--- src/rtl/dram_ctrl.sv ---
// Front-end for the single-port dram array: round-robin arbitration of two requesters
// plus periodic read/writeback refresh sweeps. Optional stats under DRAM_CTRL_STATS_EN.
module dram_ctrl #(
  parameter int ADDR_W           = 12,
  parameter int DATA_W           = 8,
  parameter int REFRESH_INTERVAL = 512,
  parameter int REFRESH_BURST    = 4
) (
  input  logic              clk,
  input  logic              rst_n,
  input  logic              req0_valid,
  output logic              req0_ready,
  input  logic              req0_we,
  input  logic [ADDR_W-1:0] req0_addr,
  input  logic [DATA_W-1:0] req0_wdata,
  output logic              rsp0_valid,
  output logic [DATA_W-1:0] rsp0_rdata,
  input  logic              req1_valid,
  output logic              req1_ready,
  input  logic              req1_we,
  input  logic [ADDR_W-1:0] req1_addr,
  input  logic [DATA_W-1:0] req1_wdata,
  output logic              rsp1_valid,
  output logic [DATA_W-1:0] rsp1_rdata,
  output logic [ADDR_W-1:0] mem_address,
  output logic [DATA_W-1:0] mem_data_in,
  output logic              mem_we,
  input  logic [DATA_W-1:0] mem_data_out,
  output logic              busy,
  output logic              ref_overrun,
  output logic [15:0]       ref_count
);

  localparam int TMR_W = (REFRESH_INTERVAL > 1) ? $clog2(REFRESH_INTERVAL) : 1;
  localparam int BST_W = $clog2(REFRESH_BURST + 1);
  localparam logic [TMR_W-1:0] TMR_LAST = TMR_W'(REFRESH_INTERVAL - 1);
  localparam logic [BST_W-1:0] BST_LOAD = BST_W'(REFRESH_BURST);

  typedef enum logic [2:0] {IDLE, WR, RD, RD_CAP, REF_RD, REF_CAP, REF_WB} state_t;

  state_t              state, state_nx;
  logic [TMR_W-1:0]    timer;
  logic                tick;
  logic                ref_pending;
  logic                ref_done;
  logic [ADDR_W-1:0]   ptr, ptr_nx;
  logic [BST_W-1:0]    burst_cnt;
  logic                rr_last;
  logic                cmd_id;
  logic                idle_free;
  logic                grant0, grant1;
  logic                accept;
  logic                sel_we;
  logic [ADDR_W-1:0]   sel_addr;
  logic [DATA_W-1:0]   sel_wdata;

  assign tick      = (timer == TMR_LAST);
  assign idle_free = (state == IDLE) && !ref_pending;
  // With both valid, the side that did not win last time is served.
  assign grant0    = req0_valid && (!req1_valid || rr_last);
  assign grant1    = req1_valid && (!req0_valid || !rr_last);
  assign req0_ready = idle_free && grant0;
  assign req1_ready = idle_free && grant1;
  assign accept    = req0_ready || req1_ready;
  assign sel_we    = grant1 ? req1_we    : req0_we;
  assign sel_addr  = grant1 ? req1_addr  : req0_addr;
  assign sel_wdata = grant1 ? req1_wdata : req0_wdata;
  assign ref_done  = (state == REF_WB) && (burst_cnt == BST_W'(1));
  assign ptr_nx    = (state == REF_WB) ? ptr + ADDR_W'(1) : ptr;
  assign busy      = (state != IDLE);

  always_comb begin
    state_nx = state;
    case (state)
      IDLE: begin
        if (ref_pending)  state_nx = REF_RD;
        else if (accept)  state_nx = sel_we ? WR : RD;
      end
      WR:      state_nx = IDLE;
      RD:      state_nx = RD_CAP;
      RD_CAP:  state_nx = IDLE;
      REF_RD:  state_nx = REF_CAP;
      REF_CAP: state_nx = REF_WB;
      REF_WB:  state_nx = ref_done ? IDLE : REF_RD;
      default: state_nx = IDLE;
    endcase
  end

  always_ff @(posedge clk) begin
    if (!rst_n) begin
      state       <= IDLE;
      timer       <= '0;
      ref_pending <= 1'b0;
      ptr         <= '0;
      burst_cnt   <= '0;
      rr_last     <= 1'b1;
      cmd_id      <= 1'b0;
    end else begin
      state <= state_nx;
      timer <= tick ? '0 : timer + TMR_W'(1);
      // A wrap re-arms the request even on the last writeback of a burst.
      if (tick)          ref_pending <= 1'b1;
      else if (ref_done) ref_pending <= 1'b0;
      if (state == IDLE && ref_pending) burst_cnt <= BST_LOAD;
      else if (state == REF_WB)         burst_cnt <= burst_cnt - BST_W'(1);
      ptr <= ptr_nx;
      if (accept) begin
        rr_last <= req1_ready;
        cmd_id  <= req1_ready;
      end
    end
  end

  // Memory-side registers are loaded on entry to the state that uses them.
  always_ff @(posedge clk) begin
    if (!rst_n) begin
      mem_address <= '0;
      mem_data_in <= '0;
      mem_we      <= 1'b0;
    end else begin
      mem_we <= (state_nx == WR) || (state_nx == REF_WB);
      case (state_nx)
        WR: begin
          mem_address <= sel_addr;
          mem_data_in <= sel_wdata;
        end
        RD:      mem_address <= sel_addr;
        REF_RD:  mem_address <= ptr_nx;
        REF_WB:  mem_data_in <= mem_data_out;
        default: ;
      endcase
    end
  end

  always_ff @(posedge clk) begin
    if (!rst_n) begin
      rsp0_valid <= 1'b0;
      rsp1_valid <= 1'b0;
      rsp0_rdata <= '0;
      rsp1_rdata <= '0;
    end else begin
      rsp0_valid <= (state == RD_CAP) && !cmd_id;
      rsp1_valid <= (state == RD_CAP) && cmd_id;
      if (state == RD_CAP && !cmd_id) rsp0_rdata <= mem_data_out;
      if (state == RD_CAP && cmd_id)  rsp1_rdata <= mem_data_out;
    end
  end

`ifdef DRAM_CTRL_STATS_EN
  always_ff @(posedge clk) begin
    if (!rst_n) begin
      ref_overrun <= 1'b0;
      ref_count   <= '0;
    end else begin
      if (tick && ref_pending) ref_overrun <= 1'b1;
      if (ref_done && ref_count != 16'hFFFF) ref_count <= ref_count + 16'd1;
    end
  end
`else
  assign ref_overrun = 1'b0;
  assign ref_count   = '0;
`endif

endmodule

--- config.mk ---
export PLATFORM = sky130hd
export DESIGN_NAME = dram_ctrl
export DESIGN_NICKNAME = d
export VERILOG_FILES = /design/src/rtl/dram_ctrl.sv
export SDC_FILE = /design/constraint.sdc
export NUM_CORES = 1
export LEC_CHECK = 0
export ABC_AREA = 0
export CAP_MARGIN = 20
export CORE_MARGIN = 8
export CORE_UTILIZATION = 49
export CTS_CLUSTER_SIZE = 10
export DETAILED_ROUTE_END_ITERATION = 12
export GPL_TIMING_DRIVEN = 0
export MAX_ROUTING_LAYER = met4
export PLACE_DENSITY_LB_ADDON = 0.08
export SYNTH_ARGS = -nofsm -noshare
export SYNTH_HDL_FRONTEND = slang
export SYNTH_SLANG_ARGS = --single-unit
--- constraint.sdc ---
create_clock -name clk -period 5.5 [get_ports clk]
set_input_delay 1.65 -clock clk [delete_from_list [all_inputs] [get_ports clk]]
set_output_delay 1.65 -clock clk [all_outputs]
set_load 0.1 [all_outputs]
Yosys cells after proc, flatten, opt, wreduce, memory -nomap -nowiden
Index checks and enable logic that the tools add are counted.
- eq/ne operators: 11
- add/subtract/negate cells: 3
- muxes and demuxes: 15
- reduce and logical (&&, ||, !) cells: 27
- bitwise operators: 1
- operator list (cell ; count):
    two-way mux 12 bit ; 2
    case mux 12 bit (2 select lines) ; 1
    case mux 8 bit (2 select lines) ; 1
    equality test 3 bit (second input constant) ; 5
    two-way mux 3 bit ; 5
    case mux 3 bit (5 select lines) ; 1
    adder 12 x 1 -> 12 bit (second input constant) ; 1
    adder 9 x 1 -> 9 bit (second input constant) ; 1
    equality test 3 x 2 -> 1 bit (second input constant) ; 3
    equality test 9 bit (second input constant) ; 1
    logical AND 1 bit ; 9
    two-way mux 8 bit ; 1
    nonzero test 2 bit ; 4
    equality test 3 x 1 -> 1 bit (second input constant) ; 2
    OR reduction 2 bit ; 3
    zero test 1 bit ; 5
    logical OR 1 bit ; 4
    zero test 3 bit ; 1
    two-way mux 1 bit ; 3
    nonzero test 3 bit ; 1
    subtractor 3 x 1 -> 3 bit (second input constant) ; 1
    two-way mux 2 bit ; 1
    inverter 1 bit ; 1
- output and inout bits: 59
- register bits after elaboration: 69
- input port bits: 54

Longest topological paths before layout
- depth after elaboration: 11
- depth in mapped cells: 9

Least setup slack after synthesis
Ideal clock, no wire load.
- path type: input port to output port
- start point: input req1_valid
- end point: output req0_ready
- stages: 3
- setup slack: 527 ps
- data required time: 3850 ps
- data arrival time: 3323 ps
- buffers on the path: 1
- cells stage by stage: a21boi_1 > buf_2 > nor2_1
- word-level cells in the longest chain between the ends: 4
- ends and longest elaborated chain (what ; RTL line ; RTL):
    start: declaration ; 18 ; input logic req1_valid,
    zero test 1 bit ; 60 ; assign grant0 = req0_valid && (!req1_valid || rr_last);
    logical OR 1 bit ; 60 ;
    logical AND 1 bit ; 60 ;
    logical AND 1 bit ; 62 ; assign req0_ready = idle_free && grant0;
    end: declaration ; 12 ; output logic req0_ready,
No other way between the ends.

Worst setup path after layout
Ends and elaborated chain as after synthesis.

==> key figures <==
Global route
  – Initial antenna violation count: 0
  – Largest net degree at the start of global routing: 12
  – GR Overflow Total: 0
  – First-pass GRT wire length: 14,300 µm
  – GRT Overall Usage: 18.9%
  – Number of global-route vias before repair: 2,917

Setup path
  – Crit Path Class: input port to primary output
  – Crit-path max FO: 10
  – Worst Path Required: 3.85 ns
  – Reg-to-reg setup timing slack: 3.53 ns
  – Critical path launch point type: input port
  – CP cell instances: clkdlybuf4s50_1 -> a21boi_2 -> buf_2 -> nor2_1 -> dlygate4sd2_1
  – Critical Path AT: 3.58 ns
  – Slowest cell on crit path: dlygate4sd2_1
  – Worst Setup End Kind: primary output
  – Crit-path max cell delay: 0.60 ns

Yosys
  – Post-synthesis adder-cell area fraction: 1.89%
  – Top post-synthesis cells by count: 69 x dfxtp_1, 61 x nand2_1, 30 x nor2_1, 21 x mux2i_1, 18 x a21boi_0
  – Flops & latches, synth: 69
  – Post-synthesis sequential area ratio: 41.8%
  – Synth Flop Type: dfxtp_1
  – Post-synthesis mux area share: 6.36%
  – Async SR Flop Fraction: 0%
  – Xor/xnor cell area share of the yosys netlist: 5.30%
  – Mapped Area: 3310 µm²
  – Post-synth EDFFs: 0
  – Post-synth top area cell: dfxtp_1
  – Main combinational cell family by area after synthesis: simple AND/OR/NAND/NOR gates
  – Synth Area in Compound Gates: 16.2%
  – Avg Inst Size Synth: 8.70 µm²
  – Yosys warnings: 0
  – Share of the synthesized area in the top cell type: 41.8%
  – Top post-synthesis cells by area: dfxtp_1 42%, nand2_1 6.9%, mux2i_1 6.4%
  – Synth unique cells: 46
  – Cell with the most instances after synthesis: dfxtp_1
  – Post-Synth Simple-Gate Area: 20.4%
  – Post-Syn Instances: 380

Detailed routing
  – Via/cell ratio: 4.98
  – Vias: 2,921
  – Final WL: 8690 µm
  – WL/cell: 14.8 µm
  – Detailed Routing Iterations Pass 1: 5
  – Detailed Route Iter0 Violations: 129
  – DRT antenna net count: 0
  – # DRC: 0

Floorplan
  – Die area: 9630 µm²
  – Die Width: 98.2 µm
  – Top-level I/O count: 113
  – Initial core utilization: 49.8%
  – Die Span Y: 98.2 µm
  – Row count: 30
  – Core Area: 6640 µm²

Timing
  – Worst-margin pin slew: 1.01 ns
  – Final Max Tran Viols: 0
  – FMAX: 191 MHz
  – Unrepaired setup endpoints after global routing: no
  – Final Setup Violations: 0
  – Final Hold Fails: 0
  – Worst Clk Skew: 0.00689 ns
  – Minimum clock period after layout: 5.23 ns
  – Max-slew headroom: 32.2%
  – Fin crit share: 95.1%
  – Hold_ws: 0.447 ns

Clock tree
  – CTS H-tree lvls: 3
  – CTS tree: built
  – Clk root buf: clkbuf_8
  – Worst-Skew Late Latency: 0.35 ns
  – CTS Hold Bufs: 0
  – Clock Tree Buf Depth: 2
  – Clock-pin slew of the registers on the worst-case setup and hold paths: 0.07 ns
  – CTS Buf Count: 9
  – CTS sink cnt: 69
  – Post-CTS Setup Repair Bufs: 0

Job
  – Max cap viols: 0

Placed design
  – Final HPWL from detailed placement: 6660 µm
  – Area after DPL: 4410 µm²
  – Port buffer count: 94
  – Gpl congestion: 0.813

Layout
  – Post-route design area: 4650 µm²
  – # nets final: 560
  – Diodes inserted: 0
  – Layout overhead on the synthesized area: 40.7%
  – Share of cells above drive strength 1: 10.1%
  – Fill count: 566

Power and ir drop
  – Power density cells: 319 nW/µm²
  – VDD IR-drop max: 0.242 mV
  – Lkg Pwr: 1.83 nW

Min path
  – Worst Hold Class: flop to flop

Outcome
  – Outcome: finished clean
critical path, delay by kind of cell:
family	cells	cell delay (ns)
and+or+nand+nor	1	0.09
AOI/OAI and AO/OA	1	0.36
buffers and inverters	3	1.47
metrics by stage:
step,setup slack (ns),utilization [%],instances,total power [mW],TNS [ns]
finish,0.268,70.0,586,1.48,0
global route,0.177,70.0,586,1.54,0
CTS,0.0678,70.0,586,1.49,0
detailed placement,-0.298,66.3,570,1.00,-0.468
global placement,-0.266,66.3,570,0.998,-0.417
floorplan,0.527,-,396,0.887,0
area by class of cell:
class	instances	area, µm²	area share [%]
Buffer	37	231	4.97
Inverter	9	33.8	0.726
Tap cell	80	100	2.15
Clock inverter	3	65.1	1.40
Sequential cell	69	1380	29.7
Clock buffer	13	179	3.85
Multi-Input combinational cell	281	1720	37.1
Timing Repair Buffer	94	938	20.2
cells in the final DEF (no fill, tap or decap), types with 2 or more instances in the layout:
cell type        instances
a211oi_1                 2
a21boi_0                18
a21oi_1                 14
and2_1                  15
and3_1                   5
buf_2                    5
buf_4                   17
buf_6                    3
bufinv_16                2
clkbuf_1                12
clkbuf_8                13
clkdlybuf4s50_1         92
conb_1                  17
dfxtp_1                 69
dlygate4sd2_1            2
ha_1                     5
inv_1                    7
mux2i_1                 21
nand2_1                 61
nand2b_1                 2
nand3_1                  7
nand3b_1                 2
nand4_1                  3
nor2_1                  30
nor2b_1                  5
nor3_1                   4
nor4_1                   2
o2111ai_1                7
o21a_1                   5
o21ai_0                  8
o22ai_1                  5
o2bb2ai_1                8
or2_2                    2
xnor2_1                 10
xor2_1                  10
repair_timing:
action,CTS,global route
pin swaps,0,0
setup endpoints to repair,2,2
resized for setup,2,1
where the power goes:
part           internal [mW]  switching [mW]
combinational          0.132           0.317
sequential             0.525          0.0158
clock                  0.304           0.191
layer usage:
metal,share of wire [%],track usage (%),up-vias
met5,0,-,-
met4,2.0,8.26,0
met3,5.9,5.62,12
met2,46,29.9,88
met1,46,21.8,1324
li1,-,-,1497
logic make-up after synthesis:
family	after synthesis
AO/OA/AOI/OAI	75
XOR/XNOR	20
adder cells (fa/ha/maj)	5
buffers and inverters	46
flip-flops	69
multiplexers	21
other	1
AND/OR/NAND/NOR	143
registers in the layout, indices dropped and copies added (netlist names):
signal,flops
ptr,12
ref_pending,1
rsp0_rdata,8
cmd_id,1
burst_cnt,3
rsp1_rdata,8
mem_address,12
rsp1_valid,1
mem_data_in,8
rsp0_valid,1
mem_we,1
state,3
rr_last,1
timer,9
worst paths after layout:
kind	endpoint	startpoint	depth (start not counted)
max	req0_ready	req1_valid	5
max reg2reg	mem_address[10]	state[2]	6
min reg2reg	timer[0]	timer[0]	1
min	timer[0]	timer[0]	1
(Power assumes the default switching activity.)
